<file path="src/rtl/cpu_controller_pkg.sv">
// rtl/cpu_controller_pkg.sv - shared opcode and controller phase typedefs
package cpu_controller_pkg;

  typedef enum logic [2:0] {
    HLT = 3'd0,
    SKZ = 3'd1,
    ADD = 3'd2,
    AND = 3'd3,
    XOR = 3'd4,
    LDA = 3'd5,
    STO = 3'd6,
    JMP = 3'd7
  } opcode_t;

  typedef enum logic [2:0] {
    INST_ADDR  = 3'd0,
    INST_FETCH = 3'd1,
    INST_LOAD  = 3'd2,
    IDLE       = 3'd3,
    OP_ADDR    = 3'd4,
    OP_FETCH   = 3'd5,
    ALU_OP     = 3'd6,
    STORE      = 3'd7
  } ctrl_state_t;

  // The phase the sequencer parks in once an HLT has been decoded.
  localparam logic [2:0] HALT_PHASE = 3'd5;

endpackage

</file>
<file path="src/rtl/cpu_controller_if.sv">
// rtl/cpu_controller_if.sv - controller <-> datapath/memory strobe bundle
interface cpu_controller_if;
  import cpu_controller_pkg::*;

  opcode_t     opcode;
  logic        zero;
  logic        mem_rd;
  logic        mem_wr;
  logic        load_ir;
  logic        load_ac;
  logic        inc_pc;
  logic        load_pc;
  logic        halt;
  ctrl_state_t phase;

  // master: the controller; slave: instruction register, ALU and memory side
  modport master (
    input  opcode, zero,
    output mem_rd, mem_wr, load_ir, load_ac, inc_pc, load_pc, halt, phase
  );

  modport slave (
    output opcode, zero,
    input  mem_rd, mem_wr, load_ir, load_ac, inc_pc, load_pc, halt, phase
  );

endinterface

</file>
<file path="src/rtl/cpu_controller.sv">
// rtl/cpu_controller.sv - 8-phase fetch/execute sequencer for the accumulator CPU
module cpu_controller
  import cpu_controller_pkg::*;
(
  input  logic               clk,
  input  logic               rst,
  cpu_controller_if.master   bus
);

  ctrl_state_t phase_q, phase_d;
  logic        halted_q, halted_d;

  function automatic logic is_aluop(input opcode_t op);
    return (op == ADD) || (op == AND) || (op == XOR) || (op == LDA);
  endfunction

  always_comb begin
    halted_d = halted_q | ((phase_q == OP_ADDR) && (bus.opcode == HLT));
    phase_d  = halted_q ? phase_q : ctrl_state_t'(phase_q + 3'd1);
  end

  always_ff @(posedge clk or posedge rst) begin
    if (rst) begin
      phase_q  <= INST_ADDR;
      halted_q <= 1'b0;
    end else begin
      phase_q  <= phase_d;
      halted_q <= halted_d;
    end
  end

  // Once halted every strobe is held low; only halt and phase stay live.
  always_comb begin
    bus.mem_rd  = 1'b0;
    bus.mem_wr  = 1'b0;
    bus.load_ir = 1'b0;
    bus.load_ac = 1'b0;
    bus.inc_pc  = 1'b0;
    bus.load_pc = 1'b0;
    bus.halt    = halted_q;
    bus.phase   = phase_q;
    if (!halted_q) begin
      unique case (phase_q)
        INST_ADDR: ;
        INST_FETCH: bus.mem_rd = 1'b1;
        INST_LOAD, IDLE: begin
          bus.mem_rd  = 1'b1;
          bus.load_ir = 1'b1;
        end
        OP_ADDR: bus.inc_pc = 1'b1;
        OP_FETCH: bus.mem_rd = is_aluop(bus.opcode);
        ALU_OP: begin
          bus.mem_rd  = is_aluop(bus.opcode);
          bus.load_ac = is_aluop(bus.opcode);
          bus.inc_pc  = (bus.opcode == SKZ) && bus.zero;
          bus.load_pc = (bus.opcode == JMP);
        end
        STORE: begin
          bus.mem_rd  = is_aluop(bus.opcode);
          bus.load_ac = is_aluop(bus.opcode);
          bus.load_pc = (bus.opcode == JMP);
          bus.mem_wr  = (bus.opcode == STO);
        end
      endcase
    end
  end

endmodule

</file>
<file path="src/flat_wrapper.sv">
// flat-port wrapper written by rule: the top's interface ports become plain ports
module cpu_controller_flat import cpu_controller_pkg::*;
  (clk, rst, bus_opcode, bus_zero, bus_mem_rd, bus_mem_wr, bus_load_ir, bus_load_ac, bus_inc_pc, bus_load_pc, bus_halt, bus_phase);
  cpu_controller_if bus_i ();
  input  logic clk;
  input  logic rst;
  input wire logic [$bits(bus_i.opcode)-1:0] bus_opcode;
  input wire logic [$bits(bus_i.zero)-1:0] bus_zero;
  output wire logic [$bits(bus_i.mem_rd)-1:0] bus_mem_rd;
  output wire logic [$bits(bus_i.mem_wr)-1:0] bus_mem_wr;
  output wire logic [$bits(bus_i.load_ir)-1:0] bus_load_ir;
  output wire logic [$bits(bus_i.load_ac)-1:0] bus_load_ac;
  output wire logic [$bits(bus_i.inc_pc)-1:0] bus_inc_pc;
  output wire logic [$bits(bus_i.load_pc)-1:0] bus_load_pc;
  output wire logic [$bits(bus_i.halt)-1:0] bus_halt;
  output wire logic [$bits(bus_i.phase)-1:0] bus_phase;
  assign bus_i.opcode = bus_opcode;
  assign bus_i.zero = bus_zero;
  assign bus_mem_rd = bus_i.mem_rd;
  assign bus_mem_wr = bus_i.mem_wr;
  assign bus_load_ir = bus_i.load_ir;
  assign bus_load_ac = bus_i.load_ac;
  assign bus_inc_pc = bus_i.inc_pc;
  assign bus_load_pc = bus_i.load_pc;
  assign bus_halt = bus_i.halt;
  assign bus_phase = bus_i.phase;
  cpu_controller u_core (.clk(clk), .rst(rst), .bus(bus_i));
endmodule
</file>
<file path="config.mk">
export PLATFORM = sky130hd
export DESIGN_NAME = cpu_controller_flat
export DESIGN_NICKNAME = d
export VERILOG_FILES = /design/src/rtl/cpu_controller_pkg.sv /design/src/rtl/cpu_controller_if.sv /design/src/rtl/cpu_controller.sv /design/src/flat_wrapper.sv
export SDC_FILE = /design/constraint.sdc
export NUM_CORES = 1
export LEC_CHECK = 0
export ABC_AREA = 1
export CORE_AREA = 2 2 39 41
export CTS_CLUSTER_DIAMETER = 120
export CTS_CLUSTER_SIZE = 14
export DETAILED_ROUTE_END_ITERATION = 7
export DIE_AREA = 0 0 41 43
export PLACE_DENSITY = 0.56
export SLEW_MARGIN = 20
export SYNTH_ARGS = -nofsm -noshare
export SYNTH_HDL_FRONTEND = slang
export SYNTH_SLANG_ARGS = --single-unit
</file>
<file path="constraint.sdc">
create_clock -name clk -period 2 [get_ports clk]
set_input_delay 0.5 -clock clk [delete_from_list [all_inputs] [get_ports clk]]
set_output_delay 0.5 -clock clk [all_outputs]
set_load 0.1 [all_outputs]
</file>
Yosys cells after proc, flatten, opt, wreduce, memory -nomap -nowiden:

Index checks and enable logic that the tools add are counted.

* reduce and logical (&&, ||, !) cells: 10
* mux-type cells: 12
* bitwise gates (word level): 1
* add/sub/neg operators: 1
* equal/unequal tests: 14

Operators by type and width (count)
* 3-bit == test, second input constant: 8
* 3-bit by 2-bit == test with 1-bit output, second input constant: 4
* 1-bit two-way mux: 10
* 3-bit by 1-bit == test with 1-bit output, second input constant: 2
* 3-bit OR reduction: 2
* 1-bit one-hot mux with 2 select lines: 2
* 2-bit OR reduction: 2
* 3-bit by 1-bit adder with 3-bit output, second input constant: 1
* 3-bit logical NOT: 1
* 1-bit logical OR: 3
* 1-bit logical AND: 2
* 1-bit OR: 1

* register bits after elaboration: 4
* bits of input ports: 6

Logic depth before layout (Yosys ltp):

Gate-level depths: netlist of the first run.

* depth in word-level cells: 6
* depth in mapped cells: 6

Worst setup path before layout of the first run:

OpenSTA, ideal clock, no wires.

* path kind: reg-to-output
* start: reg u_core.phase_q[0] (netlist: u_core.bus.phase[0])
* end: out bus_mem_wr
* stages on the path, launching flop included: 5
* arrival time: 4361 ps
* path slack: -2861 ps
* cells stage by stage: dfrtp_1 > ha_1 > ha_1 > inv_1 > nor4_1

* word-level cells in the longest chain between the ends: 3

RTL lines
* from (decl): line cpu_controller.sv:10 `ctrl_state_t phase_q, phase_d;`
* from (signal assigned): line cpu_controller.sv:27 `phase_q <= phase_d;`
* 3-bit == test: line cpu_controller.sv:43 `unique case (phase_q)`
* 1-bit two-way mux: line cpu_controller.sv:43
* 1-bit two-way mux: line cpu_controller.sv:42 `if (!halted_q) begin`
* to (decl): line flat_wrapper.sv:10 `output wire logic [$bits(bus_i.mem_wr)-1:0] bus_mem_wr;`

Every way passes these cells.

Worst setup path in the final report of the first run:

* start: reg u_core.phase_q[1] (netlist: u_core.bus.phase[1])
* end: out bus_load_ac

* word-level cells in the longest chain between the ends: 4

RTL lines
* 3-bit == test: line cpu_controller.sv:43
* 2-bit OR reduction (no source line) *
* 1-bit two-way mux *
* 1-bit two-way mux *: line cpu_controller.sv:42
* to (decl): line flat_wrapper.sv:12 `output wire logic [$bits(bus_i.load_ac)-1:0] bus_load_ac;`

Mark *: on every way between the ends. The rest lies on a longest branch, timed or not.

==> results of run 1 <==
path summary, 6_finish.rpt:
path | to | slack (ns) | cells past startpoint
min in group clk | u_core.bus.phase[0]$_DFFE_PP0N_ | 0.68 | 2
max | bus_load_ac | -0.08 | 5
max reg2reg | u_core.bus.halt$_DFF_PP0_ | 0.77 | 5
min | u_core.bus.phase[1]$_DFFE_PP0N_ | 0.44 | 2
max in group asynchronous | u_core.bus.phase[2]$_DFFE_PP0N_ | 1.39 | 2
min reg2reg | u_core.bus.phase[0]$_DFFE_PP0N_ | 0.68 | 2
metal layers:
metal / GRT usage / share of wire / up-vias
li1: - / - / 227
met1: 0.166 / 0.36 / 210
met2: 0.306 / 0.56 / 15
met3: 0.0681 / 0.061 / 2
met4: 0.0600 / 0.011 / 0
met5: 0 / 0 / -
power groups by stage:
stage	logic [mW]	registers, mW	clock network, mW
after floorplan	0.00945	0.0825	0
after global placement	0.0315	0.0825	0
after detailed placement	0.0319	0.0825	0
after CTS	0.0301	0.0813	0.108
after global routing	0.0333	0.0812	0.113
final	0.0301	0.0814	0.103
per-stage QoR:
step	setup WS, ns	hold slack [ns]	TNS, ns
6_report	-0.0794	0.438	-0.279
5_1_grt	-0.127	0.464	-0.557
4_1_cts	-0.105	0.434	-0.431
3_5_place_dp	-0.149	0.577	-0.636
3_3_place_gp	-0.153	0.571	-0.664
2_1_floorplan	-0.574	0.266	-2.06
synth_stat cells, drive strengths merged:
master | instances | area share
buf | 1 | 0.019
nand3 | 3 | 0.050
nor2 | 6 | 0.056
nor3 | 2 | 0.050
a21oi | 3 | 0.047
or2 | 1 | 0.016
nand2 | 8 | 0.082
ha | 7 | 0.22
nor4 | 1 | 0.016
dfrtp | 4 | 0.25
o21ai | 4 | 0.060
inv | 12 | 0.11
xnor2 | 1 | 0.022
registers in the layout, summed over array words and instances (netlist names):
name / cells
u_core.bus.phase: 3
u_core.bus.halt: 1
layout make-up:
| cell class | count | area, sq um | share of cell area |
|---|---|---|---|
| clock buffers | 3 | 22.5 | 0.0227 |
| repair buffers | 30 | 362 | 0.365 |
| inverters | 12 | 55.1 | 0.0556 |
| well taps | 16 | 20.0 | 0.0202 |
| flip-flops and latches | 4 | 113 | 0.114 |
| multi-input cells | 36 | 419 | 0.423 |
kinds of logic (layout without fill, tap and decap cells):
family,after synthesis,count (layout)
adder cells (fa/ha/maj),7,7
AO/OA/AOI/OAI,7,7
AND/OR/NAND/NOR,21,21
flip-flops,4,4
XOR/XNOR,1,1
buffers and inverters,13,45
timing repair:
item	in CTS	in global routing
gates resized for setup	19	13
buffers inserted	7	1
setup endpoints to repair	6	6
pin swaps	11	8
layout by cell type (no fill, tap or decap), drive strengths merged:
cell           netlist  routed
or2                  1       1
dlygate4sd2          0       4
ha                   7       7
clkdlybuf4s50        0       1
dfrtp                4       4
nand2                8       8
xnor2                1       1
buf                  1      25
nand3                3       3
inv                 12      12
nor3                 2       2
nor4                 1       1
nor2                 6       6
o21ai                4       4
a21oi                3       3
clkbuf               0       3
==> impl_metrics.toml, run 1 <==
[placement]
gp_congestion = 0.663
placed_cells = 90
hpwlAfterDp_microns = 856
place_area_sq_um = 810
io_buffers = 15

[flow_run]
cap_violations = 0

[clock_tree]
htree_levels = 1
path_clk_slew_ns = 0.04
clock_sinks = 4
postCtsHoldBufs = 0
cts.path.max_buffers = 2
tritoncts = "built"
cts_root_buffer = "clkbuf_4"
clk_latency_ns = 0.24
cts_buffers = 3

[final_layout]
finalNonFillerCells = 101
fillers = 95
drive_above_1_share = 0.729
syn_to_final_growth_pct = 148
diodes = 0
nNetsFinal = 100
final_util = 0.716
final_area_sq_um = 991

[status]
outcome = "finished with violations"
violations = "negative setup slack"

[pwr]
comb_power_share = 0.140
switchingPower_mw = 0.0504
sequentialPowerShare = 0.379
peakVddDrop_mv = 0.400
sw_frac_of_total = 0.235
cellPowerDensity_nw_per_um2 = 216
power_mw = 0.214
p_leak_nw = 0.413
clockPowerShare = 0.480
internal_power_mw = 0.164

[setup_path]
cpLargestDelayFamily = "flip-flops"
cp_slowest_stage_delay_ns = 0.52
startpoint = "u_core.bus.phase[1]$_DFFE_PP0N_"
cp-end-kind = "output port"
required_ns = 1.50
start_kind = "flop"
worstPathArrival_ns = 1.58
rr_startpoint = "u_core.bus.phase[1]$_DFFE_PP0N_"
worstSetupPathType = "flop to output port"
crit_fanout = 4
timing.critical_path.buf_inv = 1
cpMostUsedCell = "ha_4"
crit_slowest_cell = "dfrtp_4"
crit_chain = "ha_4, ha_4, o21ai_4, nor3_4, buf_12"

[sta]
setup_viol = 4
tightest_slew_ns = 0.300
skew_ns = 0.00587
min_period_ns = 2.08
period_share = 1.04
setup_ws_ns = -0.0794
finalHoldViolations = 0
fmax_mhz = 481
maxSlewViolCount = 0
relSlewSlack = 0.800
rsz0062_at_grt = "yes"

[min_path]
holdCritPathClass = "input pin to asynchronous set/reset pin"

[logic_synthesis]
synth_warnings = 0
synth_top_family_by_area = "simple AND/OR/NAND/NOR gates"
synth-simple-area-share = 0.270
ys_types = 18
synthCells = 53
synth-compound-area-share = 0.107
synth_xor_xnor_area_share = 0.0219
synth_area_sq_um = 399
synth_mux_area_frac = 0
ys_seq_elements = 4
avgSynthCellArea_sq_um = 7.53
seq_area_frac_synth = 0.251
synthAdderAreaFrac = 0.219
syn_nets = 66

[routing]
drt_first_pass_iters = 3
drc_errors = 0
dr_total_vias = 454
post_drt_wl_per_cell_microns = 12.2
drt_iter0_drc = 3
ant_nets = 0
vias_per_cell = 4.50
routed_wl_mm = 1.24

[die]
die-area_sq_um = 1760
die_w_microns = 41
placementRows = 14
start_util = 0.288
ios = 16
die_y_microns = 43
fp.coreArea_sq_um = 1380

[global_route]
antenna_found_initial = 0
grt_pass1_vias = 470
grt_max_degree = 10
grt_overflow = 0
grt_use_total = 0.172
grt_pass1_wl_mm = 1.99
No activity file was read; power rests on OpenSTA's default activity.
==> run 2, diff against run 1 <==
--- a/config.mk
+++ b/config.mk
@@ -8,10 +8,11 @@
 export ABC_AREA = 1
 export CORE_AREA = 2 2 39 41
 export CTS_CLUSTER_DIAMETER = 120
-export CTS_CLUSTER_SIZE = 14
+export CTS_CLUSTER_SIZE = 28
 export DETAILED_ROUTE_END_ITERATION = 7
 export DIE_AREA = 0 0 41 43
 export PLACE_DENSITY = 0.56
+export SKIP_CTS_REPAIR_TIMING = 1
 export SLEW_MARGIN = 20
 export SYNTH_ARGS = -nofsm -noshare
 export SYNTH_HDL_FRONTEND = slang
==> run 2 against run 1 <==
  * Worst hold slack worse by 0.0046 ns
  * Wire length is 2.4% lower
  * Core utilization down 2.0 points
  * The run still ends with negative setup slack left
  * First-iteration DRC count shrank 33%
  * Sequential share of layout area is 0.32 points higher
  * Largest power group unchanged
  * Highest routed layer unchanged
  * Clock skew grew 0.0040 ns
==> impl_metrics.toml, run 2 (synthesis gave the netlist of run 1 again) <==
[routing]
drc_errors = 0
post_drt_wl_per_cell_microns = 12.2
routed_wl_mm = 1.21
drt_iter0_drc = 2
dr_total_vias = 443
vias_per_cell = 4.47
ant_nets = 0
drt_first_pass_iters = 2

[setup_path]
r2r-end = "u_core.bus.halt$_DFF_PP0_"
cp-end-kind = "output port"
cp-endpoint = "bus_load_ac"
worstRegToRegCells = 5
startpoint = "u_core.bus.phase[0]$_DFFE_PP0N_"
worstSetupPathType = "flop to output port"
crit_fanout = 4
start_kind = "flop"
required_ns = 1.50
rr_startpoint = "u_core.bus.phase[0]$_DFFE_PP0N_"
ff2ff_setup_slack_ns = 0.79
worstPathArrival_ns = 1.60

[die]
start_util = 0.288
die_w_microns = 41
ios = 16
die-area_sq_um = 1760
placementRows = 14
die_y_microns = 43
fp.coreArea_sq_um = 1380

[sta]
skew_ns = 0.00986
rsz0062_at_grt = "yes"
setup_tns_ns = -0.379
min_period_ns = 2.10
period_share = 1.05
setup_viol = 5
setup_ws_ns = -0.0951
finalHoldViolations = 0
fmax_mhz = 477
tightest_slew_ns = 0.304
maxSlewViolCount = 0
relSlewSlack = 0.797

[clock_tree]
tritoncts = "built"
cts.path.max_buffers = 2
cts_buffers = 3
clk_latency_ns = 0.25
path_clk_slew_ns = 0.04
htree_levels = 1
cts_root_buffer = "clkbuf_4"
clock_sinks = 4

[final_layout]
fillers = 103
largest_reg_flops = 3
nNetsFinal = 98
syn_to_final_growth_pct = 141
final_cell_mix = "buf_4 (12), buf_12 (10), inv_1 (6), inv_4 (5)"
diodes = 0
final_common_cell = "buf_4"
drive_above_1_share = 0.663

[pwr]
cellPowerDensity_nw_per_um2 = 227
comb_power_share = 0.150
p_leak_nw = 0.438
power_mw = 0.219
sw_frac_of_total = 0.241
sequentialPowerShare = 0.372
internal_power_mw = 0.166
switchingPower_mw = 0.0527
peakVddDrop_mv = 0.395
clockPowerShare = 0.478

[global_route]
grt_pass1_wl_mm = 1.81
grt_pass1_vias = 419
grt_use_total = 0.158
grt_max_degree = 10
grt_overflow = 0
antenna_found_initial = 0

[flow_run]
cap_violations = 0

[placement]
io_buffers = 15
gp_congestion = 0.663
hpwlAfterDp_microns = 856

[status]
violations = "negative setup slack"
outcome = "finished with violations"

[min_path]
holdCritPathClass = "input pin to asynchronous set/reset pin"
## run 2: cell types whose count changed in the layout (fill, tap and decap cells not counted), sizes merged
cell / previous run / this run
buf: 25 / 23
dlygate4sd2: 4 / 0
dlymetal6s2s: 0 / 4
## run 2: final cells by class
class	instances	area [sq um]	share of cell area
clock buffers	3	22.5	0.0234
inverters	12	57.6	0.0597
multi-input cells	36	389	0.404
flip-flops and latches	4	113	0.117
well taps	16	20.0	0.0208
repair buffers	28	362	0.375
## run 2: stage by stage
| step | hold WS (ns) | cell area, sq um | utilization | worst slack [ns] | instances |
|---|---|---|---|---|---|
| detailed placement | 0.577 | 810 | 0.585 | -0.149 | 90 |
| global route | 0.457 | 963 | 0.696 | -0.148 | 99 |
| finish | 0.433 | 963 | 0.696 | -0.0951 | 99 |
| floorplan | 0.266 | 494 | - | -0.574 | 53 |
| CTS | 0.434 | 832 | 0.601 | -0.212 | 93 |
| global placement | 0.571 | 810 | 0.585 | -0.153 | 90 |
## run 2: how the worst min path moves through the flow
stage / end / slack, ns / depth (start not counted)
finish: u_core.bus.phase[1]$_DFFE_PP0N_ / 0.43 / 2
global route: u_core.bus.phase[1]$_DFFE_PP0N_ / 0.46 / 2
CTS: u_core.bus.phase[1]$_DFFE_PP0N_ / 0.43 / 2
detailed placement: u_core.bus.phase[0]$_DFFE_PP0N_ / 0.58 / 1
global placement: u_core.bus.phase[0]$_DFFE_PP0N_ / 0.57 / 1
floorplan: u_core.bus.phase[0]$_DFFE_PP0N_ / 0.27 / 1
## run 2: metal layers
metal	part of all wire	track usage	vias to the layer above
li1	-	-	223
met1	0.34	0.162	205
met2	0.59	0.266	13
met3	0.057	0.0681	2
met4	0.012	0.0600	0
met5	0	0	-
## run 2: critical path, stage by stage (launching register included)
cell and delay (ns):
dfrtp_4 0.51, inv_4 0.09, ha_4 0.15, nand2_4 0.06, inv_4 0.07, o21ai_4 0.07, nor3_4 0.21, buf_12 0.20
## run 2: power by group through the flow
| stage | clock (mW) | sequential (mW) | combinational (mW) |
|---|---|---|---|
| floorplan | 0 | 0.0825 | 0.00945 |
| global placement | 0 | 0.0825 | 0.0315 |
| detailed placement | 0 | 0.0825 | 0.0319 |
| CTS | 0.108 | 0.0813 | 0.0323 |
| finish | 0.104 | 0.0813 | 0.0329 |
| global route | 0.113 | 0.0812 | 0.0361 |
==> run 3, diff against run 2 <==
--- a/config.mk
+++ b/config.mk
@@ -13,7 +13,7 @@
 export DIE_AREA = 0 0 41 43
 export PLACE_DENSITY = 0.56
 export SKIP_CTS_REPAIR_TIMING = 1
-export SLEW_MARGIN = 20
+export SLEW_MARGIN = 10
 export SYNTH_ARGS = -nofsm -noshare
 export SYNTH_HDL_FRONTEND = slang
 export SYNTH_SLANG_ARGS = --single-unit
==> results of run 3 <==
No change in the layout: final DEF, timing and power equal those of run 2.
